===== src/rtl/sccb_slave_regfile.sv =====
// sccb_slave_regfile: SCCB/I2C responder emulating the OV7670 register interface
//
// Ports:
//   clk          system clock, at least 16x the SCL frequency
//   rst          asynchronous active-high reset
//   scl_in       SCCB clock from the master (asynchronous)
//   sda_in       SDA pad input (asynchronous)
//   sda_oe       1 pulls SDA low (open-drain, pad driver external)
//   reg_wr_en    one-clk strobe per committed register write
//   reg_wr_addr  sub-address of the committed write
//   reg_wr_data  data of the committed write
//   busy         high from START until STOP
//   soft_rst     one-clk pulse when 0x12 is written with bit7 set
//
// Optional feature: define SCCB_AUTOINC_EN to step the sub-address pointer
// after every written byte and every ACKed read byte (burst access).
module sccb_slave_regfile #(
   parameter logic [6:0] DEV_ADDR = 7'h21,
   parameter int         FILT_LEN = 3
) (
   input  logic       clk,
   input  logic       rst,
   input  logic       scl_in,
   input  logic       sda_in,
   output logic       sda_oe,
   output logic       reg_wr_en,
   output logic [7:0] reg_wr_addr,
   output logic [7:0] reg_wr_data,
   output logic       busy,
   output logic       soft_rst
);
`ifdef SCCB_AUTOINC_EN
   localparam logic [7:0] PTR_STEP = 8'd1;
`else
   localparam logic [7:0] PTR_STEP = 8'd0;
`endif

   typedef enum logic [3:0] {IDLE, DEV, ACK_DEV, SUB, ACK_SUB, WR, ACK_WR, RD, RD_ACK, IGNORE} state_t;

   state_t                state, state_n;
   logic [1:0]            scl_sy, sda_sy;
   logic [FILT_LEN-1:0]   scl_h, sda_h;
   logic                  scl_f, sda_f, scl_q, sda_q;
   logic                  scl_rise, scl_fall, start_c, stop_c, commit, load;
   logic [3:0]            bitcnt;
   logic [7:0]            shreg, ptr;
   logic [6:0]            rd_sh;
   logic [7:0]            regs [256];

   function automatic logic [7:0] dflt(input logic [7:0] a);
      return a == 8'h0A ? 8'h76 : a == 8'h0B ? 8'h73 : a == 8'h1C ? 8'h7F : a == 8'h1D ? 8'hA2 : 8'h00;
   endfunction

   function automatic logic ro(input logic [7:0] a);
      return a inside {8'h0A, 8'h0B, 8'h1C, 8'h1D};
   endfunction

   // Lines idle high, so the conditioning chain resets to 1 to avoid a false edge.
   always_ff @(posedge clk or posedge rst)
      if (rst) begin
         scl_sy <= '1;
         sda_sy <= '1;
         scl_h  <= '1;
         sda_h  <= '1;
         scl_f  <= 1'b1;
         sda_f  <= 1'b1;
         scl_q  <= 1'b1;
         sda_q  <= 1'b1;
      end else begin
         scl_sy <= {scl_sy[0], scl_in};
         sda_sy <= {sda_sy[0], sda_in};
         scl_h  <= FILT_LEN'({scl_h, scl_sy[1]});
         sda_h  <= FILT_LEN'({sda_h, sda_sy[1]});
         scl_f  <= &scl_h ? 1'b1 : ~|scl_h ? 1'b0 : scl_f;
         sda_f  <= &sda_h ? 1'b1 : ~|sda_h ? 1'b0 : sda_f;
         scl_q  <= scl_f;
         sda_q  <= sda_f;
      end

   assign scl_rise = scl_f & ~scl_q;
   assign scl_fall = ~scl_f & scl_q;
   assign start_c  = scl_f & scl_q & sda_q & ~sda_f;
   assign stop_c   = scl_f & scl_q & ~sda_q & sda_f;
   assign commit   = scl_rise && state == ACK_WR;
   assign load     = state_n == RD && state != RD;

   always_ff @(posedge clk or posedge rst)
      if (rst) state <= IDLE;
      else     state <= state_n;

   // Byte phases end on the SCL fall after their 8th bit; ACK phases on the fall after the 9th.
   always_comb begin
      state_n = state;
      if (start_c)
         state_n = DEV;
      else if (stop_c)
         state_n = IDLE;
      else if (scl_fall)
         case (state)
            DEV:     if (bitcnt == 4'd8) state_n = shreg[7:1] == DEV_ADDR ? ACK_DEV : IGNORE;
            SUB:     if (bitcnt == 4'd8) state_n = ACK_SUB;
            WR:      if (bitcnt == 4'd8) state_n = ACK_WR;
            RD:      if (bitcnt == 4'd8) state_n = RD_ACK;
            ACK_DEV: state_n = shreg[0] ? RD : SUB;
            ACK_SUB: state_n = WR;
            ACK_WR:  state_n = WR;
            RD_ACK:  state_n = sda_f ? IGNORE : RD;
            default: state_n = state;
         endcase
   end

   always_ff @(posedge clk or posedge rst)
      if (rst) begin
         bitcnt      <= '0;
         shreg       <= '0;
         ptr         <= '0;
         rd_sh       <= '0;
         sda_oe      <= 1'b0;
         busy        <= 1'b0;
         reg_wr_en   <= 1'b0;
         reg_wr_addr <= '0;
         reg_wr_data <= '0;
         soft_rst    <= 1'b0;
      end else begin
         reg_wr_en <= 1'b0;
         soft_rst  <= 1'b0;
         if (start_c || stop_c) begin
            bitcnt <= '0;
            sda_oe <= 1'b0;
            busy   <= start_c;
         end else if (scl_rise) begin
            if (state inside {DEV, SUB, WR})
               shreg <= {shreg[6:0], sda_f};
            if (state inside {DEV, SUB, WR, RD})
               bitcnt <= bitcnt + 4'd1;
            if (state == RD_ACK && !sda_f)
               ptr <= ptr + PTR_STEP;
            if (commit) begin
               reg_wr_en   <= 1'b1;
               reg_wr_addr <= ptr;
               reg_wr_data <= shreg;
               soft_rst    <= ptr == 8'h12 && shreg[7];
               ptr         <= ptr + PTR_STEP;
            end
         end else if (scl_fall) begin
            if (state_n != state)
               bitcnt <= '0;
            if (state == SUB && state_n == ACK_SUB)
               ptr <= shreg;
            // Read data: MSB driven on entry to RD, remaining bits shifted out on later falls.
            rd_sh  <= load ? regs[ptr][6:0] : {rd_sh[5:0], 1'b0};
            sda_oe <= state_n inside {ACK_DEV, ACK_SUB, ACK_WR} ? 1'b1 :
                      load ? ~regs[ptr][7] :
                      state_n == RD ? ~rd_sh[6] : 1'b0;
         end
      end

   // 0x12 bit7 is self-clearing; the following soft_rst cycle restores all defaults.
   always_ff @(posedge clk or posedge rst)
      if (rst)
         for (int i = 0; i < 256; i++) regs[i] <= dflt(8'(i));
      else if (soft_rst)
         for (int i = 0; i < 256; i++) regs[i] <= dflt(8'(i));
      else if (commit && !ro(ptr))
         regs[ptr] <= ptr == 8'h12 ? {1'b0, shreg[6:0]} : shreg;
endmodule


===== config.mk =====
export PLATFORM = sky130hd
export DESIGN_NAME = sccb_slave_regfile
export DESIGN_NICKNAME = d
export VERILOG_FILES = /design/src/rtl/sccb_slave_regfile.sv
export SDC_FILE = /design/constraint.sdc
export NUM_CORES = 2
export LEC_CHECK = 0
export ABC_AREA = 1
export CAP_MARGIN = 20
export CELL_PAD_IN_SITES_DETAIL_PLACEMENT = 2
export CELL_PAD_IN_SITES_GLOBAL_PLACEMENT = 2
export CORE_MARGIN = 3
export CORE_UTILIZATION = 44
export DETAILED_ROUTE_END_ITERATION = 10
export PLACE_DENSITY_LB_ADDON = 0.05
export SYNTH_ARGS = -nofsm -noshare
export SYNTH_HDL_FRONTEND = slang
export SYNTH_SLANG_ARGS = --single-unit

===== constraint.sdc =====
create_clock -name clk -period 107.4 [get_ports clk]
set_input_delay 16.11 -clock clk [delete_from_list [all_inputs] [get_ports clk]]
set_output_delay 16.11 -clock clk [all_outputs]
set_load 0.01 [all_outputs]

==> results.md <==
* Status: completed
* Final min period at 22.34 ns
* Largest net degree at the start of global routing at 212
* Grt ovf at 0
* P_leak at 48.5 nW
* Worst-path clk slew at 0.06 ns
* Die width at 480 um
* Data required time of the worst path at 108.28 ns
* Dominant cells by area after synthesis: dfrtp_1 53%, o21ai_0 8.2%, nand2_1 7.5%
* Die Ht at 480 um
* Synth-to-layout area growth at 9.91%
* EDFF count, synth at 0
* CP max FO at 110
* Synth Area per Inst at 8.92 um^2
* Num rows at 173
* Kind of end point of the critical path: asynchronous set/reset pin
* Register bit total from synthesis at 2113
* Top FF cell, synth: dfrtp_1
* Yosys cell types at 49
* Initial antenna violation count at 19
* DRC violations left at 0
* Syn nets at 11100
* Iter 0 DRT Violations at 8540
* # setup viols final at 0
* Vias per cell at 6.49
* Worst setup SP type: primary input
* Max Clk Rate at 44.8 MHz
* GP Congestion at 0.847
* CTS max path bufs at 3
* Arrival time worst endpoint at 23.22 ns
* Global-route wire length before repair at 646 mm
* Max_slew headroom at 19.1%
* Cells after synthesis at 11100
* Max Clock Skew at 0.0249 ns
* Final Hold Viols at 0
* Async set or reset register ratio after synthesis at 100%
* Gr usage total at 36.7%
* Worst Setup Path Type: primary input to asynchronous set/reset pin
* Setup tns final at 0 ns
* Layout cells sized above 1 at 8.92%
* TritonRoute pass-1 iters at 5
* Total CTS buffers at 234
* I/O Buffers at 23
* Min-delay worst type: flip-flop to flip-flop
* Vias in the first global route at 97400
* Max-cap violations at 0
* Setup repair bufs after CTS at 0
* Worst-Margin Slew at 1.21 ns
* Final Routed Wirelength at 429 mm
* Warnings, synthesis at 0
* Sequential element share of the synthesized area at 53.5%
* Cell taking the most area after synthesis: dfrtp_1
* CTS tree: yes
* Worst-Skew Late Latency at 0.89 ns
* Post-DP HPWL at 252 mm
* Worst hold slack at 0.358 ns
* Starting Density at 44.4%
* Final slew viol count at 0
* Vias post-DR at 89700
* Routed len/inst at 31.0 um
* Share of the synthesized area in the top cell type at 52.6%
* Unrepaired setup endpoints after global routing: no
* Final core occ at 48.8%
* Synthesized area at 0.0989 mm^2
* Final Net Count at 10600
* Root buffer cell: clkbuf_16
* Peak supply drop at 20.4 uV
* H-Tree Depth at 4
* CTS resizes at 0
* Core area at 0.223 mm^2
* Power per standard cell area at 18.3 mW/mm^2
* Final ANT Viol Nets at 0
* Period Utilization, post-route at 20.8%
* Clk sink count at 2113
* # IOs at 24
* CTS Hold Buffers Added at 0
* Area of the die at 0.230 mm^2
## state kept, by name, summed over array words and instances, names as in the netlist, 3 cells and up
register     cells
shreg            8
bitcnt           4
reg_wr_data      8
state            4
rd_sh            7
sda_h            3
scl_h            3
ptr              8
regs          2048
reg_wr_addr      8
## critical path: stages
cell and delay, ns:
clkdlybuf4s50_1 0.49, inv_8 0.55, buf_4 0.87, buf_4 0.79, buf_4 0.85, buf_4 0.89, buf_4 0.71, buf_4 0.77
buf_4 0.80
## logic make-up after synthesis
| kind of cell | after synthesis | synth area share (%) |
|---|---|---|
| simple gates | 4016 | 20.5 |
| compound gates | 3242 | 18.4 |
| flops | 2113 | 53.5 |
| buf+inv | 1710 | 7.45 |
| fa+ha+maj | 5 | 0.0633 |
| xor+xnor | 2 | 0.0177 |
## routing by layer
layer / vias to the layer above / GRT usage (%) / part of all wire [%]
li1: 37800 / - / -
met1: 47900 / 49.1 / 42
met2: 3053 / 59.8 / 47
met3: 923 / 5.49 / 6.1
met4: 12 / 15.3 / 4.6
met5: - / 0 / 0.017
## through the flow
stage | instances | cell area, um^2 | setup slack, ns | power (mW)
2_1_floorplan | 11100 | 98900 | 31.65 | 1.00
3_3_place_gp | 13400 | 101000 | 84.09 | 1.15
3_5_place_dp | 13400 | 101000 | 83.89 | 1.16
4_1_cts | 13800 | 109000 | 84.82 | 1.99
5_1_grt | 13800 | 109000 | 84.07 | 2.04
6_report | 13800 | 109000 | 85.06 | 1.99
## where the power goes
group,leakage [nW],switching (mW),internal (mW)
logic,15.2,0.302,0.0409
registers,29.4,0.00827,0.801
clock network,3.97,0.351,0.490
total,48.5,0.662,1.33
## area by class of cell
type | count | area, um^2
diodes | 9 | 22.5
clock buffers | 380 | 7410
clock inverters | 58 | 572
fillers | 23500 | 114000
inverters | 783 | 3010
multi-input cells | 7265 | 38800
flip-flops and latches | 2113 | 52900
well taps | 2975 | 3720
repair buffers | 228 | 2140
## cell usage after synthesis (44+ instances only)
library cell  number
o22ai_1         1005
clkbuf_1         432
nand4_1           77
buf_2            217
inv_1            769
a22oi_1          259
buf_4             90
nand3_1         1387
nand4_2           44
nor2_1           264
nand2_2           52
o21ai_0         1621
nand4_4          139
dfrtp_1         2079
buf_1            152
nand2_1         1979
o21ai_1          265
a21oi_1           79
## layout by cell type (no fill, tap or decap), types with 9 or more instances in the layout
cell / synthesis / final
clkbuf_1: 432 / 54
nor2_1: 264 / 248
clkinv_2: 0 / 39
o22ai_1: 1005 / 1005
inv_1: 769 / 766
o21ai_0: 1621 / 1621
nand2_4: 2 / 11
nand3_1: 1387 / 1387
bufinv_16: 0 / 9
nand2_1: 1979 / 1970
clkbuf_16: 0 / 242
dfstp_2: 34 / 34
or2_2: 18 / 18
buf_4: 90 / 177
a22oi_1: 259 / 259
nand4_1: 77 / 77
inv_2: 13 / 9
nand4_4: 139 / 139
clkbuf_8: 0 / 84
diode_2: 0 / 9
nand4_2: 44 / 44
dfrtp_1: 2079 / 2077
o21ai_1: 265 / 265
nand2_2: 52 / 51
a21oi_1: 79 / 79
nor2_4: 9 / 33
buf_12: 2 / 25
clkdlybuf4s50_1: 0 / 23
## worst paths after layout
| path | startpoint | to | slack (ns) | cells past startpoint |
|---|---|---|---|---|
| max | rst | regs[1625] | 85.06 | 9 |
| min | scl_sy[1] | scl_h[0] | 0.36 | 0 |
| max reg2reg | ptr[1] | rd_sh[5] | 100.76 | 18 |
| min reg2reg | scl_sy[1] | scl_h[0] | 0.36 | 0 |
| max in group clk | soft_rst | soft_rst | 89.06 | 2 |
| min in group asynchronous | rst | regs[627] | 15.79 | 2 |
Power figures use the tool's default switching activity.
